===== src/rtl/tdp18k_fifo_rd_stream_if.sv =====
// Bundles for the read-side FIFO stream: the TDP18K FIFO read port and the
// downstream valid/ready stream. Signal names follow the primitive/stream pins.

// FIFO read port. The master is the read-stream block and the slave is the FIFO primitive.
interface tdp18k_fifo_rd_if #(
  parameter int DW = 18
);
  logic          FIFO_EMPTY_i;
  logic          FIFO_EPO_i;
  logic          FIFO_UNDERRUN_i;
  logic [DW-1:0] FIFO_RDATA_i;
  logic          FIFO_REN_o;
  logic          FIFO_FLUSH_no;

  modport master (
    input  FIFO_EMPTY_i, FIFO_EPO_i, FIFO_UNDERRUN_i, FIFO_RDATA_i,
    output FIFO_REN_o, FIFO_FLUSH_no
  );
  modport slave (
    output FIFO_EMPTY_i, FIFO_EPO_i, FIFO_UNDERRUN_i, FIFO_RDATA_i,
    input  FIFO_REN_o, FIFO_FLUSH_no
  );
endinterface

// Stream handshake: a beat transfers on a rising edge where M_VALID_o & M_READY_i.
// Once M_VALID_o is high, M_VALID_o and M_DATA_o stay stable until that beat transfers.
// M_READY_i may change freely and does not depend on M_VALID_o.
interface tdp18k_stream_if #(
  parameter int DW = 18
);
  logic          M_VALID_o;
  logic          M_READY_i;
  logic [DW-1:0] M_DATA_o;

  modport master (output M_VALID_o, M_DATA_o, input M_READY_i);
  modport slave  (input M_VALID_o, M_DATA_o, output M_READY_i);
endinterface


===== src/rtl/tdp18k_fifo_rd_stream.sv =====
// Read-side master for a TDP18K FIFO: issues credit-limited REN, lands read data
// into a skid buffer, streams it out, and sequences drain/flush with sticky errors.
module tdp18k_fifo_rd_stream #(
  parameter int DATA_WIDTH   = 18,
  parameter int RD_LAT       = 1,
  parameter int SKID_DEPTH   = 4,
  parameter int FLUSH_CYCLES = 4
) (
  input  logic                    CLK_i,
  input  logic                    RST_i,
  tdp18k_fifo_rd_if.master        fifo,
  tdp18k_stream_if.master         m_stream,
  input  logic                    FLUSH_REQ_i,
  output logic                    BUSY_o,
  output logic                    ERR_o,
  output logic [15:0]             WORD_CNT_o,
  output logic [1:0]              DBG_STATE_o
);

  localparam int PW = (SKID_DEPTH > 1) ? $clog2(SKID_DEPTH) : 1;
  localparam int OW = $clog2(SKID_DEPTH + 1);
  localparam int FW = (FLUSH_CYCLES > 1) ? $clog2(FLUSH_CYCLES) : 1;
  localparam int CW = $clog2(SKID_DEPTH + RD_LAT + 1) + 1;

  typedef enum logic [1:0] {
    S_RUN   = 2'd0,
    S_DRAIN = 2'd1,
    S_FLUSH = 2'd2
  } state_t;

  state_t                r_state;
  logic [RD_LAT-1:0]     r_tag;
  logic                  r_last_taken;
  logic [DATA_WIDTH-1:0] r_mem [SKID_DEPTH];
  logic [PW-1:0]         r_wr_ptr;
  logic [PW-1:0]         r_rd_ptr;
  logic [OW-1:0]         r_occ;
  logic [FW-1:0]         r_flush_cnt;
  logic                  r_flush_n;
  logic                  r_err;
  logic [15:0]           r_word_cnt;

  logic [CW-1:0] w_inflight;
  logic [CW-1:0] w_credit;
  logic          w_ren;
  logic          w_land;
  logic          w_pop;
  logic          w_full;
  logic          w_push;
  logic          w_ovf;
  logic [PW-1:0] w_wr_ptr_nxt;
  logic [PW-1:0] w_rd_ptr_nxt;

  // Each set tag bit is one read whose data has not yet been written into the skid buffer.
  always_comb begin
    w_inflight = '0;
    for (int i = 0; i < RD_LAT; i++) begin
      w_inflight = w_inflight + CW'(r_tag[i]);
    end
  end

  assign w_credit = w_inflight + CW'(r_occ);
  // Reads are never speculative: last_taken covers the cycle where EMPTY lags the final read.
  assign w_ren    = ~RST_i & (r_state == S_RUN) & ~fifo.FIFO_EMPTY_i & ~r_last_taken
                    & (w_credit < CW'(SKID_DEPTH));
  assign w_land   = r_tag[RD_LAT-1];
  assign w_pop    = (r_occ != '0) & m_stream.M_READY_i;
  assign w_full   = (r_occ == OW'(SKID_DEPTH));
  assign w_push   = w_land & (r_state == S_RUN) & (~w_full | w_pop);
  assign w_ovf    = w_land & (r_state == S_RUN) & w_full & ~w_pop;

  assign w_wr_ptr_nxt = (r_wr_ptr == PW'(SKID_DEPTH - 1)) ? '0 : r_wr_ptr + 1'b1;
  assign w_rd_ptr_nxt = (r_rd_ptr == PW'(SKID_DEPTH - 1)) ? '0 : r_rd_ptr + 1'b1;

  always_ff @(posedge CLK_i) begin
    if (RST_i) begin
      r_state      <= S_RUN;
      r_tag        <= '0;
      r_last_taken <= 1'b0;
      r_wr_ptr     <= '0;
      r_rd_ptr     <= '0;
      r_occ        <= '0;
      r_flush_cnt  <= '0;
      r_flush_n    <= 1'b1;
      r_err        <= 1'b0;
      r_word_cnt   <= '0;
      for (int i = 0; i < SKID_DEPTH; i++) begin
        r_mem[i] <= '0;
      end
    end else begin
      r_tag        <= (r_tag << 1) | RD_LAT'(w_ren);
      r_last_taken <= w_ren & fifo.FIFO_EPO_i;
      r_err        <= r_err | fifo.FIFO_UNDERRUN_i | w_ovf;
      if (w_pop) begin
        r_word_cnt <= r_word_cnt + 16'd1;
        r_rd_ptr   <= w_rd_ptr_nxt;
      end
      if (w_push) begin
        r_mem[r_wr_ptr] <= fifo.FIFO_RDATA_i;
        r_wr_ptr        <= w_wr_ptr_nxt;
      end
      case ({w_push, w_pop})
        2'b10:   r_occ <= r_occ + 1'b1;
        2'b01:   r_occ <= r_occ - 1'b1;
        default: ;
      endcase

      case (r_state)
        S_RUN: begin
          if (FLUSH_REQ_i) r_state <= S_DRAIN;
        end
        S_DRAIN: begin
          // Skid contents are abandoned together with the FIFO contents.
          if (w_inflight == '0) begin
            r_state     <= S_FLUSH;
            r_flush_n   <= 1'b0;
            r_flush_cnt <= FW'(FLUSH_CYCLES - 1);
            r_wr_ptr    <= '0;
            r_rd_ptr    <= '0;
            r_occ       <= '0;
          end
        end
        S_FLUSH: begin
          if (r_flush_cnt == '0) begin
            r_state   <= S_RUN;
            r_flush_n <= 1'b1;
          end else begin
            r_flush_cnt <= r_flush_cnt - 1'b1;
          end
        end
        default: r_state <= S_RUN;
      endcase
    end
  end

  assign fifo.FIFO_REN_o    = w_ren;
  assign fifo.FIFO_FLUSH_no = r_flush_n;
  assign m_stream.M_VALID_o = (r_occ != '0);
  assign m_stream.M_DATA_o  = r_mem[r_rd_ptr];
  assign BUSY_o             = (r_state != S_RUN);
  assign ERR_o              = r_err;
  assign WORD_CNT_o         = r_word_cnt;
  assign DBG_STATE_o        = r_state;

endmodule


===== src/flat_wrapper.sv =====
// flat-port wrapper written by rule: the top's interface ports become plain ports
module tdp18k_fifo_rd_stream_flat 
#(
  parameter int DATA_WIDTH   = 18,
  parameter int RD_LAT       = 1,
  parameter int SKID_DEPTH   = 4,
  parameter int FLUSH_CYCLES = 4
)
  (CLK_i, RST_i, FLUSH_REQ_i, BUSY_o, ERR_o, WORD_CNT_o, DBG_STATE_o, fifo_FIFO_EMPTY_i, fifo_FIFO_EPO_i, fifo_FIFO_UNDERRUN_i, fifo_FIFO_RDATA_i, fifo_FIFO_REN_o, fifo_FIFO_FLUSH_no, m_stream_M_VALID_o, m_stream_M_DATA_o, m_stream_M_READY_i);
  tdp18k_fifo_rd_if #(.DW(18)) fifo_i ();
  tdp18k_stream_if #(.DW(18)) m_stream_i ();
  input  logic CLK_i;
  input  logic RST_i;
  input  logic FLUSH_REQ_i;
  output logic BUSY_o;
  output logic ERR_o;
  output logic [15:0] WORD_CNT_o;
  output logic [1:0] DBG_STATE_o;
  input wire logic [$bits(fifo_i.FIFO_EMPTY_i)-1:0] fifo_FIFO_EMPTY_i;
  input wire logic [$bits(fifo_i.FIFO_EPO_i)-1:0] fifo_FIFO_EPO_i;
  input wire logic [$bits(fifo_i.FIFO_UNDERRUN_i)-1:0] fifo_FIFO_UNDERRUN_i;
  input wire logic [$bits(fifo_i.FIFO_RDATA_i)-1:0] fifo_FIFO_RDATA_i;
  output wire logic [$bits(fifo_i.FIFO_REN_o)-1:0] fifo_FIFO_REN_o;
  output wire logic [$bits(fifo_i.FIFO_FLUSH_no)-1:0] fifo_FIFO_FLUSH_no;
  output wire logic [$bits(m_stream_i.M_VALID_o)-1:0] m_stream_M_VALID_o;
  output wire logic [$bits(m_stream_i.M_DATA_o)-1:0] m_stream_M_DATA_o;
  input wire logic [$bits(m_stream_i.M_READY_i)-1:0] m_stream_M_READY_i;
  assign fifo_i.FIFO_EMPTY_i = fifo_FIFO_EMPTY_i;
  assign fifo_i.FIFO_EPO_i = fifo_FIFO_EPO_i;
  assign fifo_i.FIFO_UNDERRUN_i = fifo_FIFO_UNDERRUN_i;
  assign fifo_i.FIFO_RDATA_i = fifo_FIFO_RDATA_i;
  assign fifo_FIFO_REN_o = fifo_i.FIFO_REN_o;
  assign fifo_FIFO_FLUSH_no = fifo_i.FIFO_FLUSH_no;
  assign m_stream_M_VALID_o = m_stream_i.M_VALID_o;
  assign m_stream_M_DATA_o = m_stream_i.M_DATA_o;
  assign m_stream_i.M_READY_i = m_stream_M_READY_i;
  tdp18k_fifo_rd_stream #(.DATA_WIDTH(DATA_WIDTH), .RD_LAT(RD_LAT), .SKID_DEPTH(SKID_DEPTH), .FLUSH_CYCLES(FLUSH_CYCLES)) u_core (.CLK_i(CLK_i), .RST_i(RST_i), .fifo(fifo_i), .m_stream(m_stream_i), .FLUSH_REQ_i(FLUSH_REQ_i), .BUSY_o(BUSY_o), .ERR_o(ERR_o), .WORD_CNT_o(WORD_CNT_o), .DBG_STATE_o(DBG_STATE_o));
endmodule

===== config.mk =====
export PLATFORM = sky130hd
export DESIGN_NAME = tdp18k_fifo_rd_stream_flat
export DESIGN_NICKNAME = d
export VERILOG_FILES = /design/src/rtl/tdp18k_fifo_rd_stream_if.sv /design/src/rtl/tdp18k_fifo_rd_stream.sv /design/src/flat_wrapper.sv
export SDC_FILE = /design/constraint.sdc
export NUM_CORES = 1
export LEC_CHECK = 0
export ABC_AREA = 1
export CAP_MARGIN = 20
export CORE_MARGIN = 5
export CORE_UTILIZATION = 45
export CTS_CLUSTER_DIAMETER = 50
export DETAILED_ROUTE_END_ITERATION = 6
export PLACE_DENSITY = 0.7
export SLEW_MARGIN = 5
export SYNTH_ARGS = -nofsm -noshare
export SYNTH_HDL_FRONTEND = slang
export SYNTH_SLANG_ARGS = --single-unit

===== constraint.sdc =====
create_clock -name CLK_i -period 2.5 [get_ports CLK_i]
set_clock_uncertainty 0.05 [all_clocks]
set_input_delay 0.625 -clock CLK_i [delete_from_list [all_inputs] [get_ports CLK_i]]
set_output_delay 0.625 -clock CLK_i [all_outputs]
set_load 0.05 [all_outputs]

==> results.md, run 1 <==
| Result | This run | Unit |
|---|---|---|
| Count of buffers added by post-CTS timing repair for setup | 0 | - |
| Die Span Y | 113 | um |
| Setup TNS | 0 | ps |
| M3 GR Usage | 2.91 | % |
| Category of the worst setup path capture point | output port | - |
| Cell variety after synth | 33 | - |
| Vias in the first global route | 3798 | - |
| Net switching power | 2360 | uW |
| Total power density per cell area | 944 | mW/mm^2 |
| Vias per Instance | 5.08 | - |
| Outcome | finished, final reports clean | - |
| Remaining number of nets flagged by the antenna check after routing | 0 | - |
| Antenna Cells | 0 | - |
| Post-route cell area | 0.00585 | mm^2 |
| TritonCTS clock tree | built | - |
| Global route overflow | 0 | - |
| Crit path time final | 2420 | ps |
| RSZ-0062 raised after global routing | false | - |
| Net switching share of the total power | 42.8 | % |
| Total design power | 5520 | uW |
| Fin. max-slew vios | 0 | - |
| Total clock sinks | 103 | - |
| Setup slack at placement | 73.1 | ps |
| Number of hold violations in the final report | 0 | - |
| Initial antenna violation count | 0 | - |
| Area of the die | 0.0127 | mm^2 |
| Warnings, synthesis | 0 | - |
| Internal power consumption | 3160 | uW |
| Crit share post-route | 96.9 | % |
| Starting Density | 46.0 | % |
| Area growth from synthesis to final layout | 23.5 | % |
| Share of synthesized registers carrying an async set or reset | 0 | % |
| Most crowded layer after global routing | met2 | - |
| Dominant cell by count in the synthesized netlist | nor2_1 | - |
| Kind of start point of the critical path | primary input | - |
| Standard cell with the maximum stage delay on the critical path | clkdlybuf4s50_1 | - |
| Via total after detailed routing | 3736 | - |
| Mean instance size in the synthesized netlist | 9.14 | um^2 |
| Kind of critical path | primary input to output port | - |
| Post-synthesis register bit count | 103 | - |
| Placement Rows | 37 | - |
| Worst slew pin tran | 511 | ps |
| Core area | 0.0103 | mm^2 |
| Maximum clock frequency | 413 | MHz |
| Share of final-layout standard cells stronger than drive strength 1 | 12.2 | % |
| Clk network pwr share | 19.1 | % |
| Sequential Power Share | 37.4 | % |
| Lkg Pwr | 0.00234 | uW |
| Clock-pin slew on the worst setup and hold paths | 100 | ps |
| Total length of routed wires | 10800 | um |
| CP Max Fanout | 2 | - |
| DRC violation total after the first TritonRoute iteration | 199 | - |
| Cell taking the most area after synthesis | edfxtp_1 | - |
| Die span in x | 113 | um |
| Delay of the slowest cell on the worst path | 440 | ps |
| Worst endpoint required time | 1820 | ps |
| Remaining DRCs | 0 | - |
| Aggregate global-route resource usage | 17.5 | % |
| Number of flops mapped to enable cells by yosys | 72 | - |
| Max-cap viol count | 0 | - |
| Number of cells produced by synthesis | 518 | - |
| Wire length of the first global-routing pass | 17900 | um |
| Area share of the leading cell type in the synthesized netlist | 45.7 | % |
| Post-synthesis instance area | 0.00473 | mm^2 |
| Worst-skew pair later-pin latency | 360 | ps |
| Global routing usage on met2 | 30.2 | % |
| Total nets after synthesis | 548 | - |
| Net count, final | 624 | - |
| Max clock buf depth | 2 | - |
| Detail-routed net length per standard cell | 14.7 | um |
| Critical path's top delay family | buffers and inverters | - |
| Total clock buffers created by CTS | 9 | - |
| Final WS setup | 77.5 | ps |
| Detailed placement HPWL | 7140 | um |
| Number of failing setup endpoints in the final timing report | 0 | - |
| Worst voltage drop across the vdd grid | 636 | uV |
| Prevailing post-synth register cell | edfxtp_1 | - |
| H-tree levels | 3 | - |
| Combinational fraction of design power | 43.5 | % |
| Clock root buffer | clkbuf_8 | - |
| Cell breakdown of the critical path | clkdlybuf4s50_1 > inv_2 > nand3_2 > a311oi_4 > buf_12 | - |
| Largest net degree at the start of global routing | 29 | - |
| Relative slew margins | 65.8 | % |
| Final estimated routing congestion in global placement | 0.821 | - |
| Sequential area share after synthesis | 58.8 | % |
| # hold bufs at CTS | 0 | - |
| DR pass1 iterations | 5 | - |
| Area contributors post-synth | edfxtp_1 (46%), dfxtp_1 (13%), nor2_1 (9.8%) | - |
| HP Class | register to register | - |
| Placed Instance Area | 0.00562 | mm^2 |
| I/O pin cnt | 66 | - |
| Number of buffers and inverters on the critical path | 3 | - |
| Signal arrival time at the worst endpoint | 1750 | ps |
| Post-synth top cells | nor2_1 (124), edfxtp_1 (72), nand2_1 (68), inv_1 (52), o21ai_0 (49) | - |
| M1 GR Usage | 22.5 | % |
| Port bufs | 65 | - |
| Post_cts resized | 0 | - |
flip-flops by register name, summed over array words and instances, names as in the netlist:
register and cells:
u_core.r_mem 72, u_core.WORD_CNT_o 16, u_core.r_occ 3, u_core.DBG_STATE_o 2, u_core.r_flush_cnt 2, u_core.r_rd_ptr 2
u_core.r_wr_ptr 2, u_core.ERR_o 1, u_core.fifo.FIFO_FLUSH_no 1, u_core.r_last_taken 1, u_core.r_tag 1
area by class of cell:
class,count,area (um^2)
well taps,136,170
fillers,924,4430
clock buffers,10,128
repair buffers,84,816
inverters,59,225
flip-flops and latches,103,2780
clock inverters,6,70.1
multi-input cells,337,1650
power groups by stage:
stage / sequential (uW) / combinational (uW) / clock [uW]
3_5_place_dp: 2100 / 2420 / 0
5_1_grt: 2090 / 2590 / 1140
2_1_floorplan: 2170 / 1570 / 0
6_report: 2070 / 2400 / 1050
4_1_cts: 2060 / 2420 / 1070
3_3_place_gp: 2090 / 2370 / 0
placed cells by master, fill, tap and decap left out, types with 3 or more instances in the layout:
master / synthesis / layout
a21oi_1: 21 / 21
buf_12: 0 / 5
buf_4: 2 / 33
clkbuf_8: 0 / 9
clkdlybuf4s50_1: 0 / 43
clkinvlp_4: 0 / 4
dfxtp_1: 31 / 31
dlymetal6s2s_1: 0 / 3
edfxtp_1: 72 / 72
ha_1: 4 / 4
inv_1: 52 / 50
inv_2: 5 / 6
nand2_1: 68 / 68
nand3_1: 14 / 13
nand4_1: 5 / 5
nor2_1: 124 / 123
nor3_1: 13 / 13
o21ai_0: 49 / 48
o22ai_1: 18 / 18
final timing paths:
path                                            start  cells past startpoint  slack [ps]                     to
worst max-delay path                            RST_i                      5          80        fifo_FIFO_REN_o
worst min-delay path            u_core.DBG_STATE_o[1]                      1         450  u_core.DBG_STATE_o[0]
worst max register to register        u_core.r_occ[0]                     10         740        u_core.r_occ[2]
worst min register to register  u_core.DBG_STATE_o[1]                      1         450  u_core.DBG_STATE_o[0]
layer usage:
| metal | vias to the layer above | wire (um) |
|---|---|---|
| met2 | 117 | 5190 |
| li1 | 1881 | - |
| met1 | 1716 | 4770 |
| met4 | 0 | 217 |
| met3 | 22 | 643 |
| met5 | - | 0 |
cells by family after synthesis:
kind of cell / synth area share (%)
AND/OR/NAND/NOR: 21.3
flip-flops: 58.8
AO/OA/AOI/OAI: 10.9
buffers and inverters: 6.87
adder cells (fa/ha/maj): 1.48
XOR/XNOR: 0.555
stage by stage:
| stage | hold WS (ps) | instances | util [%] |
|---|---|---|---|
| 2_1_floorplan | 400 | 518 | - |
| 3_3_place_gp | 413 | 719 | 54.7 |
| 3_5_place_dp | 420 | 719 | 54.7 |
| 4_1_cts | 446 | 735 | 56.6 |
| 5_1_grt | 468 | 735 | 56.9 |
| 6_report | 449 | 735 | 56.9 |
Power figures use the tool's default switching activity.
==> run 2, diff against run 1 <==
- CTS_BUF_LIST: not set -> sky130_fd_sc_hd__clkbuf_4 sky130_fd_sc_hd__clkbuf_8 sky130_fd_sc_hd__clkbuf_16
==> run 2 against run 1 <==
  * Register-to-register slack barely moved
  * Wire length rose by 0.28%
  * Sequential cell count did not move
  * Core utilization barely moved
  * Cell count did not move
  * Clock-buffer cell count did not move
  * Sequential share of layout area barely moved
  * Sequential power barely moved
  * Critical path type unchanged
  * Largest power group unchanged
  * Highest routed layer unchanged
==> results.md, run 2 (synthesis gave the netlist of run 1 again) <==
| Result | This run | Unit | Delta |
|---|---|---|---|
| Critical path's top delay family | buffers and inverters | - | unchanged |
| Critical R2R Launch | u_core.r_occ[0] | - | unchanged |
| Relative slew margins | 65.8 | % | unchanged |
| Critical path startpoint | RST_i | - | unchanged |
| TritonCTS clock tree | built | - | unchanged |
| Crit path time final | 2420 | ps | unchanged |
| Share of final-layout standard cells stronger than drive strength 1 | 12.4 | % | was 12.2% |
| Worst R2R Path Depth | 10 | - | unchanged |
| H-tree levels | 3 | - | unchanged |
| Vias per Instance | 5.07 | - | was 5.08 |
| DRC violation total after the first TritonRoute iteration | 197 | - | was 199 |
| Area growth from synthesis to final layout | 23.6 | % | was 23.5% |
| Area of the die | 0.0127 | mm^2 | unchanged |
| Core area | 0.0103 | mm^2 | unchanged |
| Delay of the slowest cell on the worst path | 440 | ps | about the same |
| Worst endpoint required time | 1820 | ps | about the same |
| Setup slack at placement | 73.1 | ps | unchanged |
| Worst slew pin tran | 511 | ps | unchanged |
| Standard cell with the maximum stage delay on the critical path | clkdlybuf4s50_1 | - | unchanged |
| Kind of start point of the critical path | primary input | - | unchanged |
| Die span in x | 113 | um | unchanged |
| Crit share post-route | 96.9 | % | unchanged |
| Largest net degree at the start of global routing | 29 | - | unchanged |
| Remaining DRCs | 0 | - | unchanged |
| DR pass1 iterations | 5 | - | unchanged |
| Global route overflow | 0 | - | unchanged |
| Max-cap viol count | 0 | - | unchanged |
| Count of buffers added by post-CTS timing repair for setup | 0 | - | unchanged |
| Total clock sinks | 103 | - | unchanged |
| Hold path startpoint | u_core.DBG_STATE_o[1] | - | unchanged |
| Number of cells on the critical path | 5 | - | unchanged |
| Die Span Y | 113 | um | unchanged |
| Initial antenna violation count | 0 | - | unchanged |
| Number of hold violations in the final report | 0 | - | unchanged |
| Worst hold path cell count | 1 | - | unchanged |
| Remaining number of nets flagged by the antenna check after routing | 0 | - | unchanged |
| Signal arrival time at the worst endpoint | 1750 | ps | about the same |
| Final WS setup | 77.5 | ps | unchanged |
| Worst-skew pair later-pin latency | 360 | ps | about the same |
| I/O pin cnt | 66 | - | unchanged |
| Placement Rows | 37 | - | unchanged |
| Most frequent standard cell in the layout excluding fill and tap cells | nor2_1 | - | unchanged |
| Port bufs | 65 | - | unchanged |
| Final estimated routing congestion in global placement | 0.821 | - | unchanged |
| Total of fill cells in the finished design | 925 | - | was 924 |
| Clock-pin slew on the worst setup and hold paths | 100 | ps | about the same |
| Detailed placement HPWL | 7140 | um | unchanged |
| Antenna Cells | 0 | - | unchanged |
| Register containing the most flip-flops in the final layout | u_core.r_mem | - | unchanged |
| Category of the worst setup path capture point | output port | - | unchanged |
| Number of buffers and inverters on the critical path | 3 | - | unchanged |
| RSZ-0062 raised after global routing | false | - | unchanged |
| Net count, final | 624 | - | unchanged |
| Largest register FFs | 72 | - | unchanged |
| Setup TNS | 0 | ps | unchanged |
| Aggregate global-route resource usage | 17.5 | % | unchanged |
| Post-route cell area | 0.00585 | mm^2 | about the same |
| CP Max Fanout | 2 | - | unchanged |
| Placed Instance Area | 0.00562 | mm^2 | unchanged |
| Max clock buf depth | 2 | - | unchanged |
| Maximum clock frequency | 413 | MHz | unchanged |
| Clock root buffer | clkbuf_8 | - | unchanged |
| Lkg Pwr | 0.00234 | uW | about the same |
| Total power density per cell area | 945 | mW/mm^2 | was 944 mW/mm^2 |
| Cell breakdown of the critical path | clkdlybuf4s50_1 > inv_2 > nand3_2 > a311oi_4 > buf_12 | - | unchanged |
| Detail-routed net length per standard cell | 14.8 | um | was 14.7 um |
| Number of failing setup endpoints in the final timing report | 0 | - | unchanged |
| HP Class | register to register | - | unchanged |
| Kind of critical path | primary input to output port | - | unchanged |
| Via total after detailed routing | 3724 | - | was 3736 |
| Vias in the first global route | 3798 | - | unchanged |
| Outcome | finished, final reports clean | - | unchanged |
| Total clock buffers created by CTS | 9 | - | unchanged |
| Starting Density | 46.0 | % | unchanged |
| Commonest non-fill, non-tap cells in the layout | nor2_1 (123), edfxtp_1 (72), nand2_1 (68) | - | unchanged |
| Fin. max-slew vios | 0 | - | unchanged |
| Worst voltage drop across the vdd grid | 636 | uV | about the same |
| Total length of routed wires | 10800 | um | about the same |
| Wire length of the first global-routing pass | 17900 | um | unchanged |
run 2: area by class of cell:
class | instances | area, um^2 | area share (%)
Sequential cell | 103 | 2780 | 47.6
Multi-Input combinational cell | 337 | 1650 | 28.3
Timing Repair Buffer | 84 | 816 | 13.9
Inverter | 59 | 225 | 3.85
Tap cell | 136 | 170 | 2.91
Clock buffer | 10 | 131 | 2.25
Clock inverter | 6 | 70.1 | 1.20
run 2: per-layer routing:
| layer | vias to the layer above | part of all wire (%) | track usage (%) |
|---|---|---|---|
| li1 | 1880 | - | - |
| met1 | 1711 | 44 | 22.5 |
| met2 | 113 | 48 | 30.2 |
| met3 | 20 | 5.8 | 2.91 |
| met4 | 0 | 1.8 | 5.53 |
| met5 | - | 0 | 0 |
run 2: per-stage QoR:
step	util, %	cells	hold WS, ps	power, uW
2_1_floorplan	-	518	400	3730
3_3_place_gp	54.7	719	413	4460
3_5_place_dp	54.7	719	420	4510
4_1_cts	56.6	735	446	5560
5_1_grt	56.9	735	468	5830
6_report	56.9	735	449	5530
run 2: repair_timing:
item	4_1_cts	5_1_grt
gates resized for setup	0	8
hold buffers	0	0
endpoints found under the hold margin	0	0
endpoints found under the setup margin	0	12
run 2: power breakdown:
part	leakage [uW]	switching, uW	total, uW	internal (uW)
Sequential	0.000996	97.6	2070	1970
Combinational	0.00125	1680	2400	718
Clock	0.0000925	581	1060	480
Total	0.00234	2360	5530	3170
run 2: path summary, 6_finish.rpt:
kind              slack [ps]                     to
setup / recovery          80        fifo_FIFO_REN_o
hold / removal           450  u_core.DBG_STATE_o[0]
hold reg to reg          450  u_core.DBG_STATE_o[0]
setup reg to reg         740        u_core.r_occ[2]
==> run 3, diff against run 2 <==
- CAP_MARGIN: 20 -> 15
==> results of run 3 <==
Same layout as run 2: the final DEF is identical, and so are final timing and power.
